===== config.mk =====
export PLATFORM = sky130hd
export DESIGN_NAME = compute_hash_flat
export DESIGN_NICKNAME = d
export VERILOG_FILES = /design/src/rtl/compute_hash_pkg.sv /design/src/rtl/compute_hash_if.sv /design/src/rtl/compute_hash_round.sv /design/src/rtl/compute_hash.sv /design/src/flat_wrapper.sv
export SDC_FILE = /design/constraint.sdc
export NUM_CORES = 2
export LEC_CHECK = 0
export BUFFER_PORTS_ARGS = -buffer_cell sky130_fd_sc_hd__buf_2
export CAP_MARGIN = 20
export CORE_ASPECT_RATIO = 0.7
export CORE_MARGIN = 2
export CORE_UTILIZATION = 46
export CTS_CLUSTER_SIZE = 30
export DETAILED_ROUTE_END_ITERATION = 6
export HOLD_SLACK_MARGIN = 0.08
export MAX_ROUTING_LAYER = met4
export PLACE_DENSITY = 0.65
export SLEW_MARGIN = 15
export SYNTH_ARGS = -nofsm -noshare
export SYNTH_HDL_FRONTEND = slang
export SYNTH_SLANG_ARGS = --single-unit

===== constraint.sdc =====
create_clock -name clock -period 8.93 [get_ports clock]
set_clock_uncertainty 0.1 [all_clocks]
set_input_delay 1.786 -clock clock [delete_from_list [all_inputs] [get_ports clock]]
set_output_delay 1.786 -clock clock [all_outputs]
set_load 0.02 [all_outputs]

===== src/rtl/compute_hash_pkg.sv =====
// rtl/compute_hash_pkg.sv - shared SHA-256 constants, FSM encoding and helper functions
package compute_hash_pkg;

    localparam int MSG_LENGTH_DEF  = 16;
    localparam int HASH_LENGTH_DEF = 8;

    typedef enum logic [2:0] {
        ST_IDLE   = 3'd0,
        ST_LOAD   = 3'd1,
        ST_ROUND  = 3'd2,
        ST_FINAL  = 3'd3,
        ST_OUTPUT = 3'd4,
        ST_DONE   = 3'd5
    } state_t;

    // Eight 32-bit words; element i sits at bits [32i+31:32i], so element 0 is a / H0.
    typedef logic [7:0][31:0] sha_state_t;

    localparam sha_state_t H_INIT = {
        32'h5be0cd19, 32'h1f83d9ab, 32'h9b05688c, 32'h510e527f,
        32'ha54ff53a, 32'h3c6ef372, 32'hbb67ae85, 32'h6a09e667
    };

    localparam logic [31:0] K_TABLE [64] = '{
        32'h428a2f98, 32'h71374491, 32'hb5c0fbcf, 32'he9b5dba5,
        32'h3956c25b, 32'h59f111f1, 32'h923f82a4, 32'hab1c5ed5,
        32'hd807aa98, 32'h12835b01, 32'h243185be, 32'h550c7dc3,
        32'h72be5d74, 32'h80deb1fe, 32'h9bdc06a7, 32'hc19bf174,
        32'he49b69c1, 32'hefbe4786, 32'h0fc19dc6, 32'h240ca1cc,
        32'h2de92c6f, 32'h4a7484aa, 32'h5cb0a9dc, 32'h76f988da,
        32'h983e5152, 32'ha831c66d, 32'hb00327c8, 32'hbf597fc7,
        32'hc6e00bf3, 32'hd5a79147, 32'h06ca6351, 32'h14292967,
        32'h27b70a85, 32'h2e1b2138, 32'h4d2c6dfc, 32'h53380d13,
        32'h650a7354, 32'h766a0abb, 32'h81c2c92e, 32'h92722c85,
        32'ha2bfe8a1, 32'ha81a664b, 32'hc24b8b70, 32'hc76c51a3,
        32'hd192e819, 32'hd6990624, 32'hf40e3585, 32'h106aa070,
        32'h19a4c116, 32'h1e376c08, 32'h2748774c, 32'h34b0bcb5,
        32'h391c0cb3, 32'h4ed8aa4a, 32'h5b9cca4f, 32'h682e6ff3,
        32'h748f82ee, 32'h78a5636f, 32'h84c87814, 32'h8cc70208,
        32'h90befffa, 32'ha4506ceb, 32'hbef9a3f7, 32'hc67178f2
    };

    function automatic logic [31:0] rotr(input logic [31:0] x, input int unsigned n);
        return (x >> n) | (x << (32 - n));
    endfunction

    function automatic logic [31:0] big_sigma0(input logic [31:0] x);
        return rotr(x, 2) ^ rotr(x, 13) ^ rotr(x, 22);
    endfunction

    function automatic logic [31:0] big_sigma1(input logic [31:0] x);
        return rotr(x, 6) ^ rotr(x, 11) ^ rotr(x, 25);
    endfunction

    function automatic logic [31:0] small_sigma0(input logic [31:0] x);
        return rotr(x, 7) ^ rotr(x, 18) ^ (x >> 3);
    endfunction

    function automatic logic [31:0] small_sigma1(input logic [31:0] x);
        return rotr(x, 17) ^ rotr(x, 19) ^ (x >> 10);
    endfunction

endpackage


===== src/rtl/compute_hash_if.sv =====
// rtl/compute_hash_if.sv - message-memory read port and digest output bundle
// master: the hashing core (drives addresses, strobes and digest, receives m_data)
// slave : memory / downstream store stage
//   m_data                 32-bit message word, valid one cycle after m_address
//   m_address, m_read      message word read address and strobe
//   hash_vector            digest, word i at [32i+31:32i]
//   h_address              hash word index for the store stage
//   address_read_complete  all hash word indices issued
//   hash_enable            digest valid / downstream enable
interface compute_hash_if #(
    parameter int MSG_LENGTH  = 16,
    parameter int HASH_LENGTH = 8
);
    localparam int MAW = $clog2(MSG_LENGTH);
    localparam int HAW = $clog2(HASH_LENGTH);

    logic [31:0]               m_data;
    logic [MAW-1:0]            m_address;
    logic                      m_read;
    logic [32*HASH_LENGTH-1:0] hash_vector;
    logic [HAW-1:0]            h_address;
    logic                      address_read_complete;
    logic                      hash_enable;

    modport master (
        input  m_data,
        output m_address, m_read, hash_vector, h_address, address_read_complete, hash_enable
    );

    modport slave (
        output m_data,
        input  m_address, m_read, hash_vector, h_address, address_read_complete, hash_enable
    );
endinterface


===== src/rtl/compute_hash_round.sv =====
// rtl/compute_hash_round.sv - combinational single SHA-256 compression round
// Ports:
//   vars_in   working variables a..h (element 0 = a)
//   w_t, k_t  schedule word and round constant for this round
//   vars_out  working variables after the round
module sha256_round
    import compute_hash_pkg::*;
(
    input  sha_state_t  vars_in,
    input  logic [31:0] w_t,
    input  logic [31:0] k_t,
    output sha_state_t  vars_out
);
    logic [31:0] a, b, c, d, e, f, g, h;
    logic [31:0] ch, maj, t1, t2;

    assign {h, g, f, e, d, c, b, a} = vars_in;

    always_comb begin
        ch  = (e & f) ^ (~e & g);
        maj = (a & b) ^ (a & c) ^ (b & c);
        t1  = h + big_sigma1(e) + ch + k_t + w_t;
        t2  = big_sigma0(a) + maj;
        vars_out = {g, f, e, d + t1, c, b, a, t1 + t2};
    end
endmodule


===== src/rtl/compute_hash.sv =====
// rtl/compute_hash.sv - single-block SHA-256 engine with message fetch and digest index sequencing
// Ports:
//   clock   rising-edge clock
//   reset   asynchronous active-low reset
//   enable  start/hold; low returns to IDLE on the next edge
//   bus     compute_hash_if.master (message read port, digest and store-stage indices)
module compute_hash
    import compute_hash_pkg::*;
#(
    parameter int MSG_LENGTH  = MSG_LENGTH_DEF,
    parameter int HASH_LENGTH = HASH_LENGTH_DEF
) (
    input  logic           clock,
    input  logic           reset,
    input  logic           enable,
    compute_hash_if.master bus
);
    localparam int MAW = $clog2(MSG_LENGTH);
    localparam int HAW = $clog2(HASH_LENGTH);
    localparam int LCW = MAW + 1;
    localparam int WIN = 16;

    state_t         state, next_state;
    logic [LCW-1:0] load_cnt;
    logic [5:0]     round_cnt;
    logic [HAW-1:0] h_cnt;
    logic [31:0]    w_win [WIN];
    logic [31:0]    w_next;
    sha_state_t     vars, vars_next, hash_q;
    logic           m_read_c, hash_enable_c, arc_c;

    // The window always holds W[t..t+15] during ROUND, so w_win[0] is the
    // current round's word and the freshly computed W[t+16] is shifted in.
    assign w_next = small_sigma1(w_win[14]) + w_win[9] + small_sigma0(w_win[1]) + w_win[0];

    sha256_round u_round (
        .vars_in  (vars),
        .w_t      (w_win[0]),
        .k_t      (K_TABLE[round_cnt]),
        .vars_out (vars_next)
    );

    always_ff @(posedge clock or negedge reset) begin
        if (!reset) state <= ST_IDLE;
        else        state <= next_state;
    end

    always_comb begin
        next_state = state;
        if (!enable) begin
            next_state = ST_IDLE;
        end else begin
            case (state)
                ST_IDLE:   next_state = ST_LOAD;
                ST_LOAD:   if (load_cnt == LCW'(MSG_LENGTH)) next_state = ST_ROUND;
                ST_ROUND:  if (round_cnt == 6'd63) next_state = ST_FINAL;
                ST_FINAL:  next_state = ST_OUTPUT;
                ST_OUTPUT: if (h_cnt == HAW'(HASH_LENGTH - 1)) next_state = ST_DONE;
                ST_DONE:   next_state = ST_DONE;
                default:   next_state = ST_IDLE;
            endcase
        end
    end

    always_comb begin
        m_read_c      = 1'b0;
        hash_enable_c = 1'b0;
        arc_c         = 1'b0;
        case (state)
            // The final LOAD cycle only captures the last word; no new read.
            ST_LOAD:   m_read_c = (load_cnt < LCW'(MSG_LENGTH));
            ST_OUTPUT: hash_enable_c = 1'b1;
            ST_DONE: begin
                hash_enable_c = 1'b1;
                arc_c         = 1'b1;
            end
            default: ;
        endcase
    end

    always_ff @(posedge clock or negedge reset) begin
        if (!reset) begin
            load_cnt  <= '0;
            round_cnt <= '0;
            h_cnt     <= '0;
            vars      <= '0;
            hash_q    <= '0;
            for (int i = 0; i < WIN; i++) w_win[i] <= '0;
        end else if (next_state == ST_IDLE) begin
            // Abort or completion: sequencing restarts from scratch, digest kept.
            load_cnt  <= '0;
            round_cnt <= '0;
            h_cnt     <= '0;
        end else begin
            case (state)
                ST_LOAD: begin
                    load_cnt <= load_cnt + LCW'(1);
                    // Data for address n arrives while load_cnt == n+1.
                    if (load_cnt != '0) begin
                        for (int i = 0; i < WIN - 1; i++) w_win[i] <= w_win[i+1];
                        w_win[WIN-1] <= bus.m_data;
                    end
                    if (load_cnt == LCW'(MSG_LENGTH)) vars <= H_INIT;
                end
                ST_ROUND: begin
                    vars      <= vars_next;
                    round_cnt <= round_cnt + 6'd1;
                    for (int i = 0; i < WIN - 1; i++) w_win[i] <= w_win[i+1];
                    w_win[WIN-1] <= w_next;
                end
                ST_FINAL: begin
                    for (int i = 0; i < 8; i++) hash_q[i] <= H_INIT[i] + vars[i];
                end
                ST_OUTPUT: begin
                    if (h_cnt != HAW'(HASH_LENGTH - 1)) h_cnt <= h_cnt + HAW'(1);
                end
                default: ;
            endcase
        end
    end

    assign bus.m_address             = load_cnt[MAW-1:0];
    assign bus.m_read                = m_read_c;
    assign bus.hash_vector           = hash_q;
    assign bus.h_address             = h_cnt;
    assign bus.address_read_complete = arc_c;
    assign bus.hash_enable           = hash_enable_c;
endmodule


===== src/flat_wrapper.sv =====
// flat-port wrapper written by rule: the top's interface ports become plain ports
module compute_hash_flat import compute_hash_pkg::*;
#(
    parameter int MSG_LENGTH  = MSG_LENGTH_DEF,
    parameter int HASH_LENGTH = HASH_LENGTH_DEF
)
  (clock, reset, enable, bus_m_data, bus_m_address, bus_m_read, bus_hash_vector, bus_h_address, bus_address_read_complete, bus_hash_enable);
  compute_hash_if #(.MSG_LENGTH(MSG_LENGTH), .HASH_LENGTH(HASH_LENGTH)) bus_i ();
  input  logic clock;
  input  logic reset;
  input  logic enable;
  input wire logic [$bits(bus_i.m_data)-1:0] bus_m_data;
  output wire logic [$bits(bus_i.m_address)-1:0] bus_m_address;
  output wire logic [$bits(bus_i.m_read)-1:0] bus_m_read;
  output wire logic [$bits(bus_i.hash_vector)-1:0] bus_hash_vector;
  output wire logic [$bits(bus_i.h_address)-1:0] bus_h_address;
  output wire logic [$bits(bus_i.address_read_complete)-1:0] bus_address_read_complete;
  output wire logic [$bits(bus_i.hash_enable)-1:0] bus_hash_enable;
  assign bus_i.m_data = bus_m_data;
  assign bus_m_address = bus_i.m_address;
  assign bus_m_read = bus_i.m_read;
  assign bus_hash_vector = bus_i.hash_vector;
  assign bus_h_address = bus_i.h_address;
  assign bus_address_read_complete = bus_i.address_read_complete;
  assign bus_hash_enable = bus_i.hash_enable;
  compute_hash #(.MSG_LENGTH(MSG_LENGTH), .HASH_LENGTH(HASH_LENGTH)) u_core (.clock(clock), .reset(reset), .enable(enable), .bus(bus_i));
endmodule

==> impl_summary.md <==
Cells and area
The count of non-filler cells in the finished layout is 8486. The layout overhead on the synthesized area is 13.3%. Cells with a size suffix above 1 make up 12.5% of the layout.

The number of nets in the layout is 7109.

Placed design
The number of placed instances, taps included is 8292. Detailed placement ended at an HPWL of 150000 microns. Routability-driven placement finished with a final weighted congestion of 1.00.

In this run the tool buffered the top-level ports with 300 buffer cells.

STA
The final critical delay including setup and external delays is 8.57 ns. Timing would allow up to 117 MHz. Setup violations remaining at the end of the flow were counted as 0. The share of the clock period used by the worst path is 96.0%.

The final sum of negative setup slack is 0 ns. The number of failing hold endpoints at the final stage came to 0. The worst hold margin is 0.352 ns. The slew of the pin with the lowest slew margin is 1.12 ns.

The worst pin sits at a relative slew slack of 25.4%. The max-slew violation total from the final report came to 0.

Critical path
The maximum single-stage delay on the critical path is 0.51 ns. The critical path data required time is 9.44 ns. STA puts the critical path data arrival time at 9.08 ns.

The kind of start point of the critical path is a flop. The slowest stage cell on the critical path is sky130_fd_sc_hd__fa_1. STA classifies the critical path endpoint as a flop. The classification of the worst setup path is flop to flop. Along the worst path, the maximum fanout reaches 9.

Drt
The routed length on met3 is 19300 microns. The total number of vias is 47600. After detailed routing, no signal wire sits above met4. The number of routed nets with antenna violations is 0. In the final routed layout, each cell accounts on average for 23.7 microns. The number of iterations in the first detailed-routing pass is 6. Using the TritonRoute via totals, the vias-per-cell ratio works out to 5.61. After detailed routing, the met2 layer carries 81700 microns of wire. The final layout contains routed wiring with a total length of 201000 microns.

In the routed design, unresolved DRC markers number 0. The length of routed wiring on met1 is 96300 microns. The DRC marker count from the first detailed-route iteration is 5640.

Synth
The number of warnings printed during yosys synthesis is 0. The fraction of synthesis flops using an asynchronous set or reset pin is 100%. In this run the mean area of a mapped cell was 9.02 sq um. The number of flops mapped to enable cells by yosys is 0. The count of cell types in the netlist is 96.

The mapped netlist covers 58800 sq um. When the netlist entered floorplanning its net count stood at 6893. The register bit total from synthesis is 1041. The gate count after technology mapping is 6515. The share of synthesized area occupied by flip-flops and latches is 44.3%.

The commonest register cell after synthesis is sky130_fd_sc_hd__dfrtp_1.

Die
The die boundary width is 431 microns. The floorplan row count is 109. The initial utilization of the core area, before any placement, comes to 46.5%. The count of pins on the block boundary is 301. The core footprint is 126000 sq um. The floorplan step defined a die boundary enclosing 131000 sq um. The chip height is 303 microns.

Global route
The first global-routing pass estimated 300000 microns of wire. The via count of the first global-routing pass is 45100. The initial antenna violation count came to 5.

The total global-route track usage is 31.7%. For this run the aggregate overflow at the end of global routing stands at 0. The largest net degree at the start of global routing is 236.

Job
The number of max-capacitance violations reported is 0.

Clocking
Once the clock tree was built, the setup fixing pass inserted 0 buffers. The total number of clock tree sinks is 1041. In this run the deepest clock path goes through 3 buffers. The clock transition at the register clock pins on the worst setup and hold paths after CTS is 0.08 ns. The total clock buffers created by CTS is 102. The count of H-tree levels built during CTS is 3. The CTS root buffer is sky130_fd_sc_hd__clkbuf_16. At the later pin of the worst-skew pair, clock insertion delay measures 0.76 ns.

TritonCTS built the clock tree.

Power
Across the VDD grid, the largest voltage drop is 0.000140 V. The total chip power is 12.6 mW. The cell leakage power is 34.0 nW. The areal power density over the cells is 189 nW/um^2.

Outcome
The run finished with clean final reports.

Hold path
The min-delay analysis places its worst path in the category flop to flop.
## routing by layer
metal	GRT usage (%)	up-vias
met5	-	-
met2	42.3	1921
met1	49.0	23600
li1	-	21900
met3	6.94	235
met4	6.13	0
## area by class of cell
| class | instances | area [sq um] |
|---|---|---|
| Sequential cell | 1041 | 26100 |
| Clock buffer | 140 | 2930 |
| Clock inverter | 51 | 596 |
| Fill cell | 11700 | 59800 |
| Antenna cell | 3 | 7.51 |
| Timing Repair Buffer | 580 | 3890 |
| Multi-Input combinational cell | 4789 | 30200 |
| Inverter | 217 | 817 |
| Tap cell | 1665 | 2080 |
## registers in the layout (all words and copies together) (netlist names)
name	cells
u_core.bus.hash_vector	256
u_core.round_cnt	6
u_core.load_cnt	5
u_core.w_win	512
u_core.vars	256
u_core.bus.h_address	3
u_core.state	3
## worst max-delay path: cells and delay by family, from the launching register on
family          cells  cell delay [ns]
fa+ha+maj           8             3.15
buf+inv             6             0.87
simple gates        2             0.44
compound gates     17             3.04
xor+xnor            2             0.43
flops               1             0.39
## final timing paths
check,endpoint,from,depth (start not counted),slack [ns]
min in group asynchronous,u_core.w_win[299],reset,1,0.99
max in group asynchronous,u_core.vars[55],reset,3,5.82
hold reg to reg,u_core.w_win[211],u_core.w_win[179],2,0.35
setup reg to reg,u_core.vars[28],u_core.round_cnt[0],35,0.36
setup / recovery,u_core.vars[28],u_core.round_cnt[0],35,0.36
hold / removal,u_core.w_win[211],u_core.w_win[179],2,0.35
## per-stage QoR
stage                     instance area, sq um  setup WS [ns]  util [%]
final                                    66600          0.357      52.7
after global routing                     66600       -0.00226      52.7
after global placement                   63000          0.155      49.8
after floorplan                          58800          0.654         -
after CTS                                66500         0.0505      52.6
after detailed placement                 63000         0.0886      49.8
## logic make-up after synthesis
group / Yosys count / share of synthesized area (%)
buf+inv: 685 / 4.49
simple gates: 2515 / 17.3
xor+xnor: 578 / 8.64
flops: 1041 / 44.3
mux: 48 / 0.984
compound gates: 1281 / 14.2
fa+ha+maj: 367 / 10.1
## cells in the mapped netlist (all sizes together), types with 8 or more instances
library cell	instances	area [sq um]
a2111oi	8	120
a211oi	23	188
a21boi	15	113
a21o	86	646
a21oi	250	1270
a221oi	11	96.3
a22o	81	709
a311oi	15	144
a31o	9	78.8
a31oi	69	465
and2	11	70.1
and3	21	131
buf	61	293
clkbuf	407	1530
dfrtp	1041	26000
fa	187	3740
ha	156	1950
inv	216	811
maj3	24	240
mux2	8	90.1
mux2i	33	330
nand2	1940	7280
nand2b	37	234
nand3	53	265
nand3b	11	82.6
nand4	15	93.8
nor2	282	1060
nor2b	40	250
nor3	46	240
nor3b	13	97.6
nor4	13	96.3
o211ai	29	223
o21a	25	188
o21ai	445	2240
o21bai	23	173
o22a	91	797
o22ai	13	81.3
o311ai	8	92.6
o31ai	25	188
or2	10	62.6
or3	11	68.8
xnor2	390	3420
xor2	187	1640
## repair_timing
action,in CTS,in global routing
endpoints found under the setup margin,0,14
hold buffers,0,0
gates resized for setup,0,22
## power breakdown
group / leakage [nW] / switching [mW] / total, mW / internal [mW]
clock: 1.73 / 1.99 / 4.57 / 2.57
sequential: 14.3 / 0.401 / 5.49 / 5.09
combinational: 18.0 / 1.53 / 2.50 / 0.974
total: 34.0 / 3.92 / 12.6 / 8.64
## layout by cell type (no fill, tap or decap), types with 13 or more instances in the layout
master	synthesis	layout
sky130_fd_sc_hd__nand2b_1	36	36
sky130_fd_sc_hd__o31ai_1	25	25
sky130_fd_sc_hd__o21ai_1	24	26
sky130_fd_sc_hd__nor3_1	44	44
sky130_fd_sc_hd__o22a_1	91	91
sky130_fd_sc_hd__a22o_1	81	81
sky130_fd_sc_hd__o22ai_1	13	13
sky130_fd_sc_hd__nand4_1	15	15
sky130_fd_sc_hd__a31oi_1	65	65
sky130_fd_sc_hd__clkbuf_16	0	104
sky130_fd_sc_hd__and3_1	21	20
sky130_fd_sc_hd__nor2b_1	40	39
sky130_fd_sc_hd__ha_1	156	155
sky130_fd_sc_hd__maj3_1	24	24
sky130_fd_sc_hd__xor2_1	187	185
sky130_fd_sc_hd__clkinv_2	0	24
sky130_fd_sc_hd__a211oi_1	20	19
sky130_fd_sc_hd__nand2_1	1940	1939
sky130_fd_sc_hd__dfrtp_1	1041	1038
sky130_fd_sc_hd__buf_4	5	258
sky130_fd_sc_hd__o21a_1	25	25
sky130_fd_sc_hd__o21bai_1	23	23
sky130_fd_sc_hd__fa_1	187	187
sky130_fd_sc_hd__clkbuf_8	0	19
sky130_fd_sc_hd__buf_2	24	299
sky130_fd_sc_hd__mux2i_1	33	33
sky130_fd_sc_hd__a21o_1	86	84
sky130_fd_sc_hd__buf_12	0	22
sky130_fd_sc_hd__xnor2_1	390	388
sky130_fd_sc_hd__a21oi_1	248	244
sky130_fd_sc_hd__inv_1	215	214
sky130_fd_sc_hd__clkbuf_1	406	17
sky130_fd_sc_hd__nand3_1	53	51
sky130_fd_sc_hd__nor3b_1	13	13
sky130_fd_sc_hd__nor2_1	282	281
sky130_fd_sc_hd__o21ai_0	417	413
sky130_fd_sc_hd__o211ai_1	28	28
No activity file was read; power rests on OpenSTA's default activity.
